--- src/rtl/guess_hand_pkg.sv ---
// rtl/guess_hand_pkg.sv - shared types, command bytes and helpers for the guess-hand controller
package guess_hand_pkg;

  typedef enum logic [1:0] {H_NONE = 2'd0, H_ROCK = 2'd1, H_SCIS = 2'd2, H_PAPER = 2'd3} hand_t;
  typedef enum logic [1:0] {R_NONE = 2'd0, R_WIN = 2'd1, R_LOSE = 2'd2, R_DRAW = 2'd3} result_t;
  typedef enum logic [1:0] {S_WAIT = 2'd0, S_SHOW = 2'd1, S_OVER = 2'd2} state_t;

  localparam logic [7:0]  CMD_ROCK  = 8'h52;
  localparam logic [7:0]  CMD_SCIS  = 8'h53;
  localparam logic [7:0]  CMD_PAPER = 8'h50;
  localparam logic [7:0]  CMD_NEW   = 8'h4E;
  localparam logic [7:0]  CASE_BIT  = 8'h20;
  // Galois mask for taps 16,14,13,11 on a right-shifting register
  localparam logic [15:0] LFSR_TAPS = 16'hB400;

  function automatic result_t judge(hand_t p, hand_t c);
    if (p == c) return R_DRAW;
    if ((p == H_ROCK && c == H_SCIS) || (p == H_SCIS && c == H_PAPER) ||
        (p == H_PAPER && c == H_ROCK)) return R_WIN;
    return R_LOSE;
  endfunction

  function automatic longint ms2cyc(longint ms, longint clk_fre);
    return clk_fre * 1000 * ms;
  endfunction

  function automatic logic [7:0] to_upper(logic [7:0] b);
    if (b >= 8'h61 && b <= 8'h7A) return b & ~CASE_BIT;
    return b;
  endfunction

endpackage

--- src/rtl/gh_ms_timer.sv ---
// rtl/gh_ms_timer.sv - loadable down-counter; done_o is high in the last counted cycle
module gh_ms_timer #(
  parameter longint MAX_CYC = 1000,
  parameter int     W       = $clog2(MAX_CYC + 1)
) (
  input  logic         clk_i,
  input  logic         rst_n_i,
  input  logic         clr_i,
  input  logic         load_i,
  input  logic [W-1:0] load_val_i,
  output logic         done_o,
  output logic         busy_o
);

  logic [W-1:0] cnt_q, cnt_d;

  always_comb begin
    cnt_d = cnt_q;
    if (clr_i)              cnt_d = '0;
    else if (load_i)        cnt_d = load_val_i;
    else if (cnt_q != '0)   cnt_d = cnt_q - 1'b1;
  end

  always_ff @(posedge clk_i) begin
    if (!rst_n_i) cnt_q <= '0;
    else          cnt_q <= cnt_d;
  end

  assign done_o = (cnt_q == W'(1));
  assign busy_o = |cnt_q;

endmodule

--- src/rtl/guess_hand_ctrl.sv ---
// rtl/guess_hand_ctrl.sv - rock/paper/scissors controller; GUESS_HAND_TIMEOUT_EN adds idle forfeit
import guess_hand_pkg::*;

module guess_hand_ctrl #(
  parameter int          CLK_FRE    = 50,
  parameter int          SHOW_MS    = 1000,
  parameter int          WIN_SCORE  = 3,
  parameter int          SCORE_W    = 4,
  parameter logic [15:0] LFSR_SEED  = 16'hACE1,
  parameter int          TIMEOUT_MS = 5000
) (
  input  logic               clk,
  input  logic               rst_n,
  input  logic [7:0]         rx_data,
  input  logic               rx_data_valid,
  output logic               show,
  output logic [3:0]         hand,
  output logic [SCORE_W-1:0] score_p,
  output logic [SCORE_W-1:0] score_c,
  output logic [7:0]         round_cnt,
  output logic [1:0]         result,
  output logic               game_over,
  output logic               cmd_err
);

  localparam longint SHOW_CYC = ms2cyc(SHOW_MS, CLK_FRE);
  localparam longint TO_CYC   = ms2cyc(TIMEOUT_MS, CLK_FRE);
  localparam longint MAX_CYC  = (SHOW_CYC > TO_CYC) ? SHOW_CYC : TO_CYC;
  localparam int     TW       = $clog2(MAX_CYC + 1);
  localparam logic [TW-1:0]      SHOW_LOAD = TW'(SHOW_CYC);
  localparam logic [SCORE_W-1:0] WIN       = SCORE_W'(WIN_SCORE);
`ifdef GUESS_HAND_TIMEOUT_EN
  localparam logic [TW-1:0]      TO_LOAD   = TW'(TO_CYC);
`endif

  state_t               state_q, state_d;
  result_t              result_q, result_d;
  logic [3:0]           hand_q, hand_d;
  logic [SCORE_W-1:0]   score_p_q, score_p_d, score_c_q, score_c_d;
  logic [7:0]           round_q, round_d;
  logic                 show_q, show_d, over_q, over_d, err_q, err_d;
  logic [15:0]          lfsr_q, lfsr_d;
  logic [1:0]           m3_q, m3_d;
  logic                 tmr_clr, tmr_load, tmr_done, tmr_busy;
  logic [TW-1:0]        tmr_val;

  logic [7:0] cmd;
  hand_t      p_move, c_move;
  result_t    rnd_res;
  logic       is_new, is_move;

  assign cmd     = to_upper(rx_data);
  assign c_move  = hand_t'(m3_q + 2'd1);
  assign rnd_res = judge(p_move, c_move);
  assign is_new  = rx_data_valid && (cmd == CMD_NEW);
  assign is_move = rx_data_valid && (p_move != H_NONE);

  always_comb begin
    case (cmd)
      CMD_ROCK:  p_move = H_ROCK;
      CMD_SCIS:  p_move = H_SCIS;
      CMD_PAPER: p_move = H_PAPER;
      default:   p_move = H_NONE;
    endcase
  end

  // CPU move source: free-running LFSR gating a mod-3 counter
  assign lfsr_d = {1'b0, lfsr_q[15:1]} ^ (lfsr_q[0] ? LFSR_TAPS : 16'h0000);
  assign m3_d   = lfsr_q[0] ? ((m3_q == 2'd2) ? 2'd0 : m3_q + 2'd1) : m3_q;

  gh_ms_timer #(.MAX_CYC(MAX_CYC), .W(TW)) u_timer (
    .clk_i      (clk),
    .rst_n_i    (rst_n),
    .clr_i      (tmr_clr),
    .load_i     (tmr_load),
    .load_val_i (tmr_val),
    .done_o     (tmr_done),
    .busy_o     (tmr_busy)
  );

  always_comb begin
    state_d   = state_q;
    hand_d    = hand_q;
    result_d  = result_q;
    score_p_d = score_p_q;
    score_c_d = score_c_q;
    round_d   = round_q;
    show_d    = show_q;
    over_d    = over_q;
    err_d     = rx_data_valid && !is_new && (!is_move || state_q != S_WAIT);
    tmr_clr   = 1'b0;
    tmr_load  = 1'b0;
    tmr_val   = SHOW_LOAD;
    if (is_new) begin
      state_d   = S_WAIT;
      hand_d    = '0;
      result_d  = R_NONE;
      score_p_d = '0;
      score_c_d = '0;
      round_d   = '0;
      show_d    = 1'b0;
      over_d    = 1'b0;
      tmr_clr   = tmr_busy;
    end else begin
      case (state_q)
        S_WAIT: begin
          if (is_move) begin
            hand_d   = {c_move, p_move};
            result_d = rnd_res;
            if (rnd_res == R_WIN && score_p_q < WIN)  score_p_d = score_p_q + 1'b1;
            if (rnd_res == R_LOSE && score_c_q < WIN) score_c_d = score_c_q + 1'b1;
            round_d  = round_q + 8'd1;
            show_d   = 1'b1;
            tmr_load = 1'b1;
            state_d  = S_SHOW;
          end
`ifdef GUESS_HAND_TIMEOUT_EN
          else if (tmr_done) begin
            hand_d   = {c_move, H_NONE};
            result_d = R_LOSE;
            if (score_c_q < WIN) score_c_d = score_c_q + 1'b1;
            round_d  = round_q + 8'd1;
            show_d   = 1'b1;
            tmr_load = 1'b1;
            state_d  = S_SHOW;
          end else if (!tmr_busy) begin
            tmr_load = 1'b1;
            tmr_val  = TO_LOAD;
          end
`endif
        end
        S_SHOW: begin
          if (tmr_done) begin
            if (score_p_q == WIN || score_c_q == WIN) begin
              over_d  = 1'b1;
              state_d = S_OVER;
            end else begin
              show_d  = 1'b0;
              hand_d  = '0;
              state_d = S_WAIT;
            end
          end
        end
        S_OVER:  ;
        default: state_d = S_WAIT;
      endcase
    end
  end

  always_ff @(posedge clk) begin
    if (!rst_n) begin
      state_q   <= S_WAIT;
      hand_q    <= '0;
      result_q  <= R_NONE;
      score_p_q <= '0;
      score_c_q <= '0;
      round_q   <= '0;
      show_q    <= 1'b0;
      over_q    <= 1'b0;
      err_q     <= 1'b0;
      lfsr_q    <= LFSR_SEED;
      m3_q      <= '0;
    end else begin
      state_q   <= state_d;
      hand_q    <= hand_d;
      result_q  <= result_d;
      score_p_q <= score_p_d;
      score_c_q <= score_c_d;
      round_q   <= round_d;
      show_q    <= show_d;
      over_q    <= over_d;
      err_q     <= err_d;
      lfsr_q    <= lfsr_d;
      m3_q      <= m3_d;
    end
  end

  assign show      = show_q;
  assign hand      = hand_q;
  assign score_p   = score_p_q;
  assign score_c   = score_c_q;
  assign round_cnt = round_q;
  assign result    = result_q;
  assign game_over = over_q;
  assign cmd_err   = err_q;

endmodule

--- config.mk ---
export PLATFORM = sky130hd
export DESIGN_NAME = guess_hand_ctrl
export DESIGN_NICKNAME = d
export VERILOG_FILES = /design/src/rtl/guess_hand_pkg.sv /design/src/rtl/gh_ms_timer.sv /design/src/rtl/guess_hand_ctrl.sv
export SDC_FILE = /design/constraint.sdc
export NUM_CORES = 1
export LEC_CHECK = 0
export CAP_MARGIN = 15
export CORE_ASPECT_RATIO = 2
export CORE_MARGIN = 2
export CORE_UTILIZATION = 45
export DETAILED_ROUTE_END_ITERATION = 16
export PLACE_DENSITY = 0.73
export SLEW_MARGIN = 20
export SYNTH_ARGS = -nofsm -noshare
export SYNTH_HDL_FRONTEND = slang
export SYNTH_SLANG_ARGS = --single-unit
--- constraint.sdc ---
create_clock -name clk -period 2.86 [get_ports clk]
set_clock_uncertainty 0.15 [all_clocks]
set_input_delay 0.572 -clock clk [delete_from_list [all_inputs] [get_ports clk]]
set_output_delay 0.572 -clock clk [all_outputs]
set_load 0.05 [all_outputs]
==> summary.md, run 1 <==
| Metric | Value |
|---|---|
| Main combinational cell family by area after synthesis | simple AND/OR/NAND/NOR gates |
| Sort of element at the end of the critical path | flip-flop |
| Data required time of the worst path | 2.97 ns |
| Fin nets | 443 |
| Count of H-tree levels built during CTS | 3 |
| Post-route DRC | 0 |
| Total standard cell area after synthesis | 3331 sq um |
| Power density relative to cell area | 1111 nW/um^2 |
| Tot Pwr | 4.682 mW |
| Number of instances in the synthesized netlist | 375 |
| Critical path launch point type | primary input |
| Largest stage delay on the critical path | 0.52 ns |
| Setup violation total in the final timing report | 0 |
| Effective utilization at floorplan | 0.4618 |
| Post-synthesis adder-cell area fraction | 0.03757 |
| Ys async rst share | 0 |
| Number of clock buffers inserted by TritonCTS | 9 |
| Initial drt markers | 123 |
| Clock Root Buffer | sky130_fd_sc_hd__clkbuf_16 |
| Final Hold Fails | 0 |
| Share of synthesized cell area in and, or, nand and nor gates | 0.2859 |
| Area of the core | 7212 sq um |
| Instance count after placement with tap cells included | 503 |
| Kind of path behind the tightest hold check | reg2reg |
| Detailed placer's ending HPWL | 5763 um |
| Average footprint of a synthesized cell | 8.882 sq um |
| Antenna diodes | 0 |
| CTS sink cnt | 73 |
| Outcome | finished, final reports clean |
| Number of non-filler instances in the completed layout | 519 |
| Data arrival time of the worst path | 2.89 ns |
| Final worst slack | 0.08327 ns |
| Total nets after synthesis | 396 |
| Unique cell type count in the Yosys netlist | 43 |
| Number of enable flip-flop cells after synthesis | 0 |
| Fin. max-slew vios | 0 |
| Crit path max-delay cell type | sky130_fd_sc_hd__or4_1 |
| Measured slew at the worst slew-check pin | 0.6832 ns |
| Worst skew pair latency | 0.34 ns |
| Post-CTS clock slew at the launch and capture registers of the worst setup and hold paths | 0.06 ns |
| Synth Area in Compound Gates | 0.1074 |
| GRT Total Usage | 0.2069 |
| Placement-stage worst setup slack | -0.2639 ns |
| Die Span X | 64.84 um |
| Xor/xnor share of the synthesized area | 0.07626 |
| Post-route design area | 4215 sq um |
| Most frequent standard cell in the layout excluding fill and tap cells | sky130_fd_sc_hd__dfxtp_1 |
| Largest fanout of any net on the critical path | 4 |
| Gr ovfl total | 0 |
| Number of warning messages in the yosys log | 0 |
| RSZ-0062 raised after global routing | no |
| Row count | 44 |
| Worst path top cell family by delay | simple AND/OR/NAND/NOR gates |
| Vertical die dimension | 125.7 um |
| Post-CTS Setup Bufs | 0 |
| Ratio of final minimum period to clock period | 0.9709 |
| FF+latch count, synth | 73 |
| Sequential cell area fraction in the yosys report | 0.4388 |
| Number of iterations in the first detailed-routing pass | 4 |
| Routed wire length | 7811 um |
| Path type of the worst setup path | in2reg |
| Area after DPL | 3880 sq um |
| Routed wire length per instance | 15.05 um |
| Floorplan die area | 8147 sq um |
| Clock period minus worst slack | 2.777 ns |
| First-pass GRT wire length | 13040 um |
| Initial antenna violation count | 0 |
| Most used DFF post-synth | sky130_fd_sc_hd__dfxtp_1 |
| Top library cells by usage in the layout, fill and taps aside | sky130_fd_sc_hd__dfxtp_1, sky130_fd_sc_hd__nor2_1, sky130_fd_sc_hd__clkdlybuf4s50_1, sky130_fd_sc_hd__a21oi_1, sky130_fd_sc_hd__buf_4 |
| Max clock buf depth | 2 |
| Routed vias/inst | 5.541 |
| # port buffers | 34 |
| Global placement routability congestion | 0.8702 |
| Vias in the first global route | 2803 |
| Number of placed I/O pins | 36 |
| Area growth from synthesis to layout | 26.56% |
| Clock tree from TritonCTS | built |
| Number of max-cap violations | 0 |
| Maximum achievable frequency | 360.1 MHz |
| CP Buf/Inv Count | 1 |
| Proportion of synthesized area in mux cells | 0.01540 |
| Maximum vdd ir drop | 0.7720 mV |
| Antenna violation net count after detailed routing | 0 |
| Ordered list of cells on the worst path | clkdlybuf4s50_1 > or3b_2 > or4_4 > or2_4 > or4_1 > a21oi_1 |
| Leakage | 1.566 nW |
| Slew headroom | 0.5439 |
| Ratio of cells with drive above 1 in the final layout | 0.1148 |
| Via Count | 2876 |
| Largest net degree at the start of global routing | 21 |
worst register-to-register path, stage by stage, from the launching register on:
cell and delay (ns):
sky130_fd_sc_hd__dfxtp_1 0.35, sky130_fd_sc_hd__or4_1 0.64, sky130_fd_sc_hd__or4_4 0.53, sky130_fd_sc_hd__o31a_1 0.30, sky130_fd_sc_hd__or2_1 0.25, sky130_fd_sc_hd__buf_12 0.16
sky130_fd_sc_hd__a211oi_1 0.22
timing repair:
item / in CTS / in global routing
hold buffers: 0 / 0
resized for setup: 0 / 2
endpoints found under the setup margin: 0 / 4
where the power goes:
group / internal [mW] / leakage [nW] / switching, mW
sequential: 1.20 / 0.596 / 0.198
clock: 0.790 / 0.159 / 0.433
combinational: 0.896 / 0.810 / 1.17
total: 2.89 / 1.57 / 1.80
through the flow:
step | hold slack (ns) | utilization | TNS, ns
6_report | 0.2611 | 0.5845 | 0
5_1_grt | 0.2735 | 0.5845 | 0
4_1_cts | 0.2679 | 0.5836 | 0
3_5_place_dp | 0.2494 | 0.5380 | -2.624
3_3_place_gp | 0.2405 | 0.5380 | -2.077
2_1_floorplan | 0.2363 | - | 0
sequential cells by signal, summed over array words and instances, names as in the netlist, 2 cells and up:
| name | flops |
|---|---|
| result | 2 |
| u_timer.cnt_q | 28 |
| lfsr_q | 16 |
| m3_q | 2 |
| score_c | 4 |
| hand | 4 |
| score_p | 4 |
| state_q | 2 |
| round_cnt | 8 |
layer usage:
layer	wire length [um]	global-route usage	vias to the layer above
li1	-	-	1433
met1	2899	0.2027	1352
met2	4369	0.3863	77
met4	207	0.1064	0
met3	335	0.04911	14
met5	0	0	-
path summary, 6_finish.rpt:
kind / startpoint / endpoint / slack [ns] / cells after the start
worst max register to register: u_timer.cnt_q[20] / u_timer.cnt_q[1] / 0.17 / 6
worst min register to register: lfsr_q[12] / lfsr_q[11] / 0.26 / 1
worst max-delay path: rx_data[4] / score_p[1] / 0.08 / 6
worst min-delay path: lfsr_q[12] / lfsr_q[11] / 0.26 / 1
cell families (layout without fill, tap and decap cells):
kind of cell             count (synthesis)  after routing
AND/OR/NAND/NOR                        168            168
XOR/XNOR                                29             29
buffers and inverters                   30             82
flip-flops                              73             73
multiplexers                             5              5
AO/OA/AOI/OAI                           60             60
adder cells (fa/ha/maj)                 10             10
layout make-up:
type / count / area [sq um]
clock buffer: 10 / 239.0
inverter: 10 / 37.54
timing repair buffer: 56 / 518.0
multi-input combinational: 272 / 1754
fill: 627 / 2997
tap: 92 / 115.1
clock inverter: 6 / 90.09
sequential: 73 / 1461
cell usage after synthesis (4+ instances only):
master | number | share of area
sky130_fd_sc_hd__nor4b_1 | 4 | 0.011
sky130_fd_sc_hd__nor2b_1 | 5 | 0.0094
sky130_fd_sc_hd__o21ai_0 | 9 | 0.014
sky130_fd_sc_hd__nand3_1 | 15 | 0.023
sky130_fd_sc_hd__xor2_1 | 12 | 0.032
sky130_fd_sc_hd__or3_1 | 10 | 0.019
sky130_fd_sc_hd__nor2_1 | 39 | 0.044
sky130_fd_sc_hd__dfxtp_1 | 73 | 0.44
sky130_fd_sc_hd__clkbuf_1 | 17 | 0.019
sky130_fd_sc_hd__xnor2_1 | 17 | 0.045
sky130_fd_sc_hd__nor3_1 | 17 | 0.026
sky130_fd_sc_hd__a21oi_1 | 29 | 0.044
sky130_fd_sc_hd__ha_1 | 10 | 0.038
sky130_fd_sc_hd__nand2_1 | 10 | 0.011
sky130_fd_sc_hd__nand2b_1 | 10 | 0.019
sky130_fd_sc_hd__and2_1 | 11 | 0.021
sky130_fd_sc_hd__inv_1 | 10 | 0.011
sky130_fd_sc_hd__a31oi_1 | 4 | 0.0075
sky130_fd_sc_hd__mux2i_1 | 4 | 0.012
sky130_fd_sc_hd__nand4_1 | 6 | 0.011
sky130_fd_sc_hd__or4_1 | 9 | 0.020
sky130_fd_sc_hd__o31ai_1 | 4 | 0.0090
sky130_fd_sc_hd__nor4_1 | 15 | 0.028
Note: power is estimated with default switching activity, not from simulation.
==> inputs of run 2 (changes only) <==
--- a/config.mk
+++ b/config.mk
@@ -10,7 +10,9 @@
 export CORE_MARGIN = 2
 export CORE_UTILIZATION = 45
 export DETAILED_ROUTE_END_ITERATION = 16
+export MAX_ROUTING_LAYER = met4
 export PLACE_DENSITY = 0.73
+export REMOVE_ABC_BUFFERS = 1
 export SLEW_MARGIN = 20
 export SYNTH_ARGS = -nofsm -noshare
 export SYNTH_HDL_FRONTEND = slang
==> run 2 against run 1 <==
Against the previous run:
- power is 2.9% lower
- maximum frequency increased by 0.19%
- final cell count is 0.77% higher
- sequential share of layout area is 0.051 points lower
- critical path type unchanged
- highest routed layer unchanged
==> summary.md, run 2 (synthesis results as in run 1) <==
| Metric | Value |
|---|---|
| Outcome | finished, final reports clean |
| Via Count | 2922 (+1.6%) |
| Flip-flop count of the largest register after layout | 28 (unchanged) |
| Post-CTS Setup Bufs | 0 (unchanged) |
| Placement-stage worst setup slack | -0.2948 ns (-0.03093 ns) |
| Number of clock buffers inserted by TritonCTS | 9 (unchanged) |
| Largest net degree at the start of global routing | 21 (unchanged) |
| First-pass GRT wire length | 12970 um (-0.58%) |
| # port buffers | 34 (unchanged) |
| Worst skew pair latency | 0.33 ns (about the same) |
| Tot Pwr | 4.549 mW (-2.9%) |
| CTS sink cnt | 73 (unchanged) |
| Clock Root Buffer | sky130_fd_sc_hd__clkbuf_16 |
| Routed wire length per instance | 14.70 um (-2.4%) |
| Final core area utilization | 0.5854 (+0.0008670) |
| Post-route DRC | 0 (unchanged) |
| Vertical die dimension | 125.7 um (unchanged) |
| Hold bufs inserted after CTS | 0 (unchanged) |
| Path type of the worst setup path | in2reg |
| Sort of element at the end of the critical path | flip-flop |
| Maximum vdd ir drop | 0.8268 mV (+7.1%) |
| Effective utilization at floorplan | 0.4618 (unchanged) |
| Data arrival time of the worst path | 2.89 ns (about the same) |
| Routed wire length | 7686 um (-1.6%) |
| Fin. max-slew vios | 0 (unchanged) |
| Setup slack on the worst flop-to-flop path | 0.20 ns (+0.03 ns) |
| Number of max-cap violations | 0 (unchanged) |
| Number of filler cells placed in the layout | 641 (+2.2%) |
| Initial drt markers | 146 (+19%) |
| Most frequent standard cell in the layout excluding fill and tap cells | sky130_fd_sc_hd__dfxtp_1 |
| Detailed placer's ending HPWL | 5714 um (-0.85%) |
| Endpoint, Worst Hold | lfsr_q[0] |
| Post-CTS clock slew at the launch and capture registers of the worst setup and hold paths | 0.06 ns (about the same) |
| Final worst slack | 0.08850 ns (+0.005229 ns) |
| Count of H-tree levels built during CTS | 3 (unchanged) |
| Resize count post-CTS | 0 (unchanged) |
| Post-route setup TNS | 0 ns (unchanged) |
| Critical path launch point type | primary input |
| Maximum achievable frequency | 360.8 MHz (+0.19%) |
| RSZ-0062 raised after global routing | no |
| Floorplan die area | 8147 sq um (unchanged) |
| Number of placed I/O pins | 36 (unchanged) |
| Vias in the first global route | 2855 (+1.9%) |
| FF-to-FF path depth | 6 (unchanged) |
| Area of the core | 7212 sq um (unchanged) |
| Setup violation total in the final timing report | 0 (unchanged) |
| Top library cells by usage in the layout, fill and taps aside | sky130_fd_sc_hd__dfxtp_1, sky130_fd_sc_hd__nor2_1, sky130_fd_sc_hd__clkdlybuf4s50_1, sky130_fd_sc_hd__a21oi_1, sky130_fd_sc_hd__buf_4 |
| Slew headroom | 0.5673 (+0.02343) |
| Largest fanout of any net on the critical path | 11 (+7) |
| Clock tree from TritonCTS | built |
| Routed vias/inst | 5.587 (+0.82%) |
| Measured slew at the worst slew-check pin | 0.6481 ns (-0.03510 ns) |
| Die Span X | 64.84 um (unchanged) |
| GRT Total Usage | 0.2098 (+0.002908) |
| Antenna diodes | 0 (unchanged) |
| Initial antenna violation count | 0 (unchanged) |
| Clock period minus worst slack | 2.771 ns (-0.005229 ns) |
| Leakage | 1.568 nW (+0.11%) |
| Fin nets | 447 (+0.90%) |
| Kind of path behind the tightest hold check | reg2reg |
| Final Hold Fails | 0 (unchanged) |
| Antenna violation net count after detailed routing | 0 (unchanged) |
| Power density relative to cell area | 1077 nW/um^2 (-3.0%) |
| Ratio of final minimum period to clock period | 0.9691 (-0.001828) |
| Gr ovfl total | 0 (unchanged) |
| Start of the worst register-to-register path | u_timer.cnt_q[20] |
| RR Endpoint | u_timer.cnt_q[1] |
| Ratio of cells with drive above 1 in the final layout | 0.1230 (+0.008216) |
| Register containing the most flip-flops in the final layout | u_timer.cnt_q |
| Sequential cell area in the final layout | 1461 sq um (unchanged) |
| Number of iterations in the first detailed-routing pass | 4 (unchanged) |
| Data required time of the worst path | 2.97 ns (about the same) |
| Max clock buf depth | 2 (unchanged) |
| Row count | 44 (unchanged) |
| Cell depth of the worst hold path | 1 (unchanged) |
| Total area of multi-input combinational cells | 1754 sq um (unchanged) |
| Global placement routability congestion | 0.9280 (+6.6%) |
| Area growth from synthesis to layout | 26.75% |
| Worst hold start | lfsr_q[1] |
-- run 2: cell type report --
type / instances / share of cell area
timing repair buffer: 60 / 0.1298
inverter: 10 / 0.008892
sequential: 73 / 0.3462
clock buffer: 10 / 0.05661
clock inverter: 6 / 0.01571
tap: 92 / 0.02727
multi-input combinational: 272 / 0.4155
-- run 2: power breakdown --
group	switching [mW]	internal [mW]
logic	1.14	0.881
clock network	0.422	0.699
registers	0.204	1.20
total	1.77	2.78
-- run 2: worst max-delay path by stage --
stage	startpoint	end	slack, ns
floorplan	rx_data[7]	u_timer.cnt_q[1]	-0.80
global placement	rx_data[4]	score_c[1]	-0.28
detailed placement	rx_data[4]	score_c[1]	-0.29
CTS	rx_data[4]	score_c[1]	0.04
global route	rx_data[4]	score_p[1]	0.02
finish	rx_data[4]	score_c[1]	0.09
-- run 2: worst max-delay path, stage by stage --
cell	delay (ns)
sky130_fd_sc_hd__clkdlybuf4s50_1	0.47
sky130_fd_sc_hd__or3b_2	0.46
sky130_fd_sc_hd__or4_4	0.44
sky130_fd_sc_hd__or2_4	0.27
sky130_fd_sc_hd__buf_4	0.17
sky130_fd_sc_hd__or3_1	0.35
sky130_fd_sc_hd__a21oi_1	0.14
-- run 2: through the flow --
stage / hold slack (ns) / instance area, sq um / instances
2_1_floorplan: 0.2363 / 3239 / 355
3_3_place_gp: 0.2490 / 3910 / 507
3_5_place_dp: 0.2529 / 3910 / 507
4_1_cts: 0.2739 / 4215 / 523
5_1_grt: 0.2937 / 4222 / 523
6_report: 0.2660 / 4222 / 523
-- run 2: per-layer routing --
layer	vias up	GRT usage	wire length [um]
met4	0	0.1076	195
met3	16	0.05000	254
li1	1448	-	-
met5	-	-	0
met1	1391	0.2090	2855
met2	67	0.3687	4380
